--- config.mk ---
export PLATFORM = sky130hd
export DESIGN_NAME = periph_bus_arbiter
export DESIGN_NICKNAME = d
export VERILOG_FILES = /design/src/rtl/periph_bus_arbiter.sv
export SDC_FILE = /design/constraint.sdc
export NUM_CORES = 1
export LEC_CHECK = 0
export ABC_AREA = 1
export BUFFER_PORTS_ARGS = -buffer_cell sky130_fd_sc_hd__buf_2
export CAP_MARGIN = 25
export CORE_MARGIN = 2
export CORE_UTILIZATION = 52
export DETAILED_ROUTE_END_ITERATION = 16
export PLACE_DENSITY = 0.94
export SLEW_MARGIN = 20
export SYNTH_ARGS = -nofsm -noshare
export SYNTH_HDL_FRONTEND = slang
export SYNTH_SLANG_ARGS = --single-unit
--- constraint.sdc ---
create_clock -name i_clk -period 2.9 [get_ports i_clk]
set_input_delay 0.58 -clock i_clk [delete_from_list [all_inputs] [get_ports i_clk]]
set_output_delay 0.58 -clock i_clk [all_outputs]
set_load 0.05 [all_outputs]
--- src/rtl/periph_bus_arbiter.sv ---
// Two-master round-robin arbiter for one shared byte-wide request/data-valid peripheral port.
// Keeps one slave transaction outstanding at a time, routes read data back, and times out a silent slave.
module periph_bus_arbiter #(
  parameter int ADDR_W  = 12,
  parameter int DATA_W  = 8,
  parameter int TIMEOUT = 16
) (
  input  logic              i_clk,
  input  logic              i_rst,
  input  logic              i_m0_request,
  input  logic [ADDR_W-1:0] i_m0_address,
  input  logic [DATA_W-1:0] i_m0_data,
  input  logic              i_m0_write,
  output logic [DATA_W-1:0] o_m0_data,
  output logic              o_m0_data_DV,
  input  logic              i_m1_request,
  input  logic [ADDR_W-1:0] i_m1_address,
  input  logic [DATA_W-1:0] i_m1_data,
  input  logic              i_m1_write,
  output logic [DATA_W-1:0] o_m1_data,
  output logic              o_m1_data_DV,
  output logic              o_s_request,
  output logic [ADDR_W-1:0] o_s_address,
  output logic [DATA_W-1:0] o_s_data,
  output logic              o_s_write,
  input  logic [DATA_W-1:0] i_s_data,
  input  logic              i_s_data_DV,
  output logic              o_timeout
);

  localparam int CNT_W = (TIMEOUT > 2) ? $clog2(TIMEOUT) : 1;

  typedef enum logic [1:0] {IDLE, ISSUE, WAIT, RESP} state_t;

  state_t           state, state_nxt;
  logic             last_grant;
  logic             grant, grant_nxt;
  logic             take;
  logic [CNT_W-1:0] cnt;
  logic             to_flag;
  logic             cnt_done;

  assign cnt_done = (cnt == CNT_W'(TIMEOUT - 1));

  always_comb begin
    state_nxt = state;
    grant_nxt = grant;
    take      = 1'b0;
    case (state)
      IDLE: begin
        if (i_m0_request && i_m1_request) begin
          take      = 1'b1;
          grant_nxt = ~last_grant;
        end else if (i_m0_request) begin
          take      = 1'b1;
          grant_nxt = 1'b0;
        end else if (i_m1_request) begin
          take      = 1'b1;
          grant_nxt = 1'b1;
        end
        if (take) state_nxt = ISSUE;
      end
      ISSUE:   state_nxt = WAIT;
      WAIT:    if (i_s_data_DV || cnt_done) state_nxt = RESP;
      RESP:    state_nxt = IDLE;
      default: state_nxt = IDLE;
    endcase
  end

  always_ff @(posedge i_clk) begin
    if (i_rst) begin
      state       <= IDLE;
      last_grant  <= 1'b1;
      grant       <= 1'b0;
      cnt         <= '0;
      to_flag     <= 1'b0;
      o_s_address <= '0;
      o_s_data    <= '0;
      o_s_write   <= 1'b0;
      o_m0_data   <= '0;
      o_m1_data   <= '0;
    end else begin
      state <= state_nxt;
      case (state)
        IDLE: begin
          if (take) begin
            grant       <= grant_nxt;
            o_s_address <= grant_nxt ? i_m1_address : i_m0_address;
            o_s_data    <= grant_nxt ? i_m1_data    : i_m0_data;
            o_s_write   <= grant_nxt ? i_m1_write   : i_m0_write;
          end
        end
        ISSUE: cnt <= '0;
        WAIT: begin
          // Slave data wins over a timeout landing on the same cycle.
          if (i_s_data_DV) begin
            if (grant) o_m1_data <= i_s_data;
            else       o_m0_data <= i_s_data;
          end else if (cnt_done) begin
            if (grant) o_m1_data <= '0;
            else       o_m0_data <= '0;
            to_flag <= 1'b1;
          end else begin
            cnt <= cnt + 1'b1;
          end
        end
        RESP: begin
          last_grant <= grant;
          to_flag    <= 1'b0;
        end
        default: ;
      endcase
    end
  end

  assign o_s_request  = (state == ISSUE);
  assign o_m0_data_DV = (state == RESP) && !grant;
  assign o_m1_data_DV = (state == RESP) &&  grant;
  assign o_timeout    = (state == RESP) &&  to_flag;

endmodule
* After elaboration in Yosys (flattened, before gate mapping) *
Cells that the tools add are included.

cells by class
  add/sub/neg operators = 1
  multiply operators = 0
  divide/modulo/power cells = 0
  $lt $le $gt $ge = 0
  equality and inequality tests = 9
  shift-type cells = 0
  muxes and demuxes = 29
  bitwise gates (word level) = 2
  reductions and logical operators = 16

operator list
  cell                   count
  $mux W8                9
  $mux W1                12
  $mux W12               1
  $reduce_and A3 Y1      4
  $mux W4                2
  $ne A2 B2 Y1 const B   4
  $pmux W2 S4            1
  $pmux W4 S2            1
  $reduce_bool A2 Y1     3
  $add A4 B1 Y4 const B  1
  $eq A2 B2 Y1 const B   2
  $eq A4 B4 Y1 const B   1
  $logic_and A1 B1 Y1    4
  $mux W2                2
  $reduce_and A2 Y1      2
  $eq A2 B1 Y1 const B   1
  $logic_not A2 Y1       1
  $ne A2 B1 Y1 const B   1
  $not A1 Y1             2
  $pmux W1 S2            1
  $logic_not A1 Y1       1
  $logic_or A1 B1 Y1     1

storage, ports and cells
  register bits = 46
  latch bits = 0
  bits in writable memories = 0
  memory bits (read-only) = 0
  bits of input ports = 55
  word-level logic and storage cells = 67
  memories kept = 0

* Logic depth before layout (Yosys ltp) *
  depth in word-level cells = 6
  gate-level depth with buffers = 11
  depth with buffers taken out = 10

* Worst setup path after synthesis *
OpenSTA, ideal clock, no wires.

  path kind = reg2out
  from = register state[0]
  to = output o_m0_data_DV
  arrival time = 1.231 ns
  setup slack = 1.089 ns
  stages on the path, launching flop included = 4
  path through = dfxtp_1 > ha_1 > inv_1 > nor2_1

on the way
  longest elaborated chain between the ends = 2

ends and longest elaborated chain
  what                    line  RTL
  from (decl)             35    state_t state, state_nxt;
  from (signal assigned)  83    state <= state_nxt;
  $eq A2 B2 Y1            117   assign o_m0_data_DV = (state == RESP) && !grant;
  $logic_and A1 B1 Y1     117
  to (decl)               15    output logic o_m0_data_DV,

No other way between the ends.

* Worst setup path in the final report *
  from = register state[0]
  to = register o_s_data[7]

on the way
  longest elaborated chain between the ends = 3
  elaborated cells on any way between the ends = 5
  classes of those cells = mux (3); reduce/logical (2)

ends and longest elaborated chain
  what                                                 line    RTL
  $logic_not A2 Y1 (*)                                 49, 84
  $mux W1                                              49      case (state)
  $mux W8 / $reduce_and A2 Y1 (equally long branches)  --
  to (signal assigned)                                 89      o_s_data <= grant_nxt ? i_m1_data : i_m0_data;
  to (decl)                                            24      output logic [DATA_W-1:0] o_s_data,

Every way passes the cells marked *; elsewhere a longest branch is shown, timed or not.
A chain may end at the register's enable or synchronous reset.

==> impl_metrics.toml <==
[status]
status = "finished, final reports clean"

[synth]
synth.area.top_cells = "dfxtp_1 (39%), nand2_1 (14%), nand3_1 (13%)"
synth-compound-area-share = 0.106
synthSimpleGateAreaFrac = 0.317
syn-num-nets = 412
yosys.area_share.xor_xnor = 0
synth_cell_types = 24
yosysTopAreaCellShare = 0.393
synthAdderAreaFrac = 0.0267
synth.most_common_cell = "nand2_1"
synth_area_um2 = 2340
muxShareOfSynthArea = 0
synth_edf_count = 0
synth_top_family_by_area = "simple AND/OR/NAND/NOR gates"
async_reset_ff_frac = 0
yosysTopAreaCell = "dfxtp_1"
synth-seq-area-share = 0.393
ys.flop_type = "dfxtp_1"
synth.avg_cell_area_um2 = 6.66
synth_commonest_cells = "nand2_1 (87), inv_1 (66), nand3_1 (63), dfxtp_1 (46), o21ai_0 (23)"
synthCells = 352
synth_seq_cells = 46
yosysWarnings = 0

[sta]
drv_slew = 0
timing.final.crit_share = 0.806
tightest_slew_ns = 0.823
whs_ns = 0.465
rsz0062_at_grt = "false"
hold_viol = 0
max_freq_mhz = 428
setup_slack_ns = 0.563
finalCriticalPeriod_ns = 2.34
timing.setup.tns_ns = 0
relSlewSlack = 0.451
finalSetupViolCount = 0
skew_ns = 0.00926

[worst_setup_path]
crit_type = "reg2reg"
rrSetupSlack_ns = 0.56
critPathMaxFanout = 22
critical_path.top_delay_family = "simple AND/OR/NAND/NOR gates"
crit_buf_inv = 3
slowest_delay_ns = 0.67
worstPathCellList = "inv_1 > ha_1 > nand2_1 > inv_1 > o21ai_2 > nand2_1 > nand2_1 > nand3_1 > nand2_1 > inv_1"
crit_slowest_cell = "nand2_1"
crit_path_start = "state[0]$_SDFFE_PP0P_"
cp.required_ns = 3.11
r2r-start = "state[0]$_SDFFE_PP0P_"
cp-end-kind = "flip-flop"
cpMostUsedCell = "nand2_1"
crit_arrival_ns = 2.55
start_kind = "flip-flop"

[clock_network]
path_clk_slew_ns = 0.09
cts_max_path_buffers = 2
htreeDepth = 2
ctsHoldBuffers = 0
insertion_delay_ns = 0.30
cts.sinks = 46
cts_tree = "built"
cts_made_buffers = 5
cts-resized-gates = 0
cts_root_buffer = "clkbuf_8"
cts_setup_buffers = 0

[die]
design.die.area_um2 = 5060
design.core.area_um2 = 4350
ios = 96
dieHeight_um = 71.1
die_width_um = 71.1
initial_core_util = 0.538
fp-row-count = 24

[drt]
wl_um = 5520
routedWlPerCell_um = 11.2
avgViaCountPerCell = 5.10
route.vias.total = 2502
firstDrtPassIters = 4
ant_nets = 0
drc = 0
drtIter0Drc = 109

[cells_and_area]
fin_util = 0.664
layout-drive-gt1-share = 0.260
areaGrowthSynthToFinish_pct = 23.3
design_area_um2 = 2890
fin_nets = 498
stdcell_count = 491
antennaDiodeCount = 0

[grt]
grt_pass1_wl_um = 9200
grt_max_degree = 43
track_usage = 0.224
antenna_found_initial = 0
grt_pass1_vias = 2182
grt-ovfl-total = 0

[power]
p_leak_nw = 1.71
irDropWorstVdd_v = 0.000658
power.density_nw_per_um2 = 950
p_total_mw = 2.75

[placement]
dp.cells = 483
postPlaceCellArea_um2 = 2790
pre_cts_slack_ns = 0.348
hpwlAfterDp_um = 3980
io_buffer_count = 95
place_congestion = 0.797

[flow_run]
drv_cap = 0

[worst_hold_path]
hp-class = "reg2reg"
min_from = "o_m0_data[3]$_SDFFE_PP0P_"
-- final timing paths --
| check | end | cells past startpoint |
|---|---|---|
| worst min-delay path | o_m0_data[3]$_SDFFE_PP0P_ | 2 |
| worst min register to register | o_m0_data[3]$_SDFFE_PP0P_ | 2 |
| worst max-delay path | o_s_data[7]$_SDFFE_PP0P_ | 10 |
| worst max register to register | o_s_data[7]$_SDFFE_PP0P_ | 10 |
-- placed cells by master (no fill, tap or decap) --
cell	count
clkinvlp_4	1
nand3_1	63
a211oi_1	1
buf_4	2
nand4_1	4
o21ai_1	1
clkinv_2	1
nor2_2	1
o21ai_2	1
inv_2	2
dfxtp_1	46
nand3_2	2
a21oi_1	21
inv_6	1
nand2_4	2
buf_2	95
ha_1	5
o21ai_0	23
nand2_1	87
nor2_1	7
inv_1	66
o21bai_1	1
clkbuf_8	6
-- kinds of logic (layout without fill, tap and decap cells) --
kind of cell,after synthesis,count (layout)
buffers and inverters,87,174
AO/OA/AOI/OAI,48,48
AND/OR/NAND/NOR,166,166
flip-flops,46,46
adder cells (fa/ha/maj),5,5
-- report_power, final --
group	internal (mW)	switching (mW)
sequential	0.781	0.0907
clock	0.192	0.216
combinational	0.373	1.09
total	1.35	1.40
-- worst register-to-register path, cell delays in order, from the launching register on --
cell and delay [ns]:
dfxtp_1 0.36, inv_1 0.09, ha_1 0.24, nand2_1 0.10, inv_1 0.05, o21ai_2 0.31, nand2_1 0.68, nand2_1 0.23
nand3_1 0.09, nand2_1 0.08, inv_1 0.03
-- state kept, by name, summed over array words and instances, names as in the netlist --
register and flops:
state 2, o_m1_data 8, grant 1, last_grant 1, cnt 4, o_s_write 1
o_s_address 12, o_s_data 8, to_flag 1, o_m0_data 8
-- layer usage --
metal | GRT usage | wire length (um) | vias to the layer above
li1 | - | - | 1272
met1 | 0.289 | 2460 | 1118
met2 | 0.371 | 2540 | 102
met3 | 0.0499 | 427 | 10
met4 | 0.0797 | 96 | 0
met5 | 0 | 0 | -
-- layout make-up --
type,instances,area [um2]
timing repair buffer,97,490
fill,371,1470
inverter,69,264
clock inverter,2,12.5
clock buffer,6,82.6
sequential,46,921
multi-input combinational,219,1050
tap,52,65.1
Note: power is estimated with default switching activity, not from simulation.
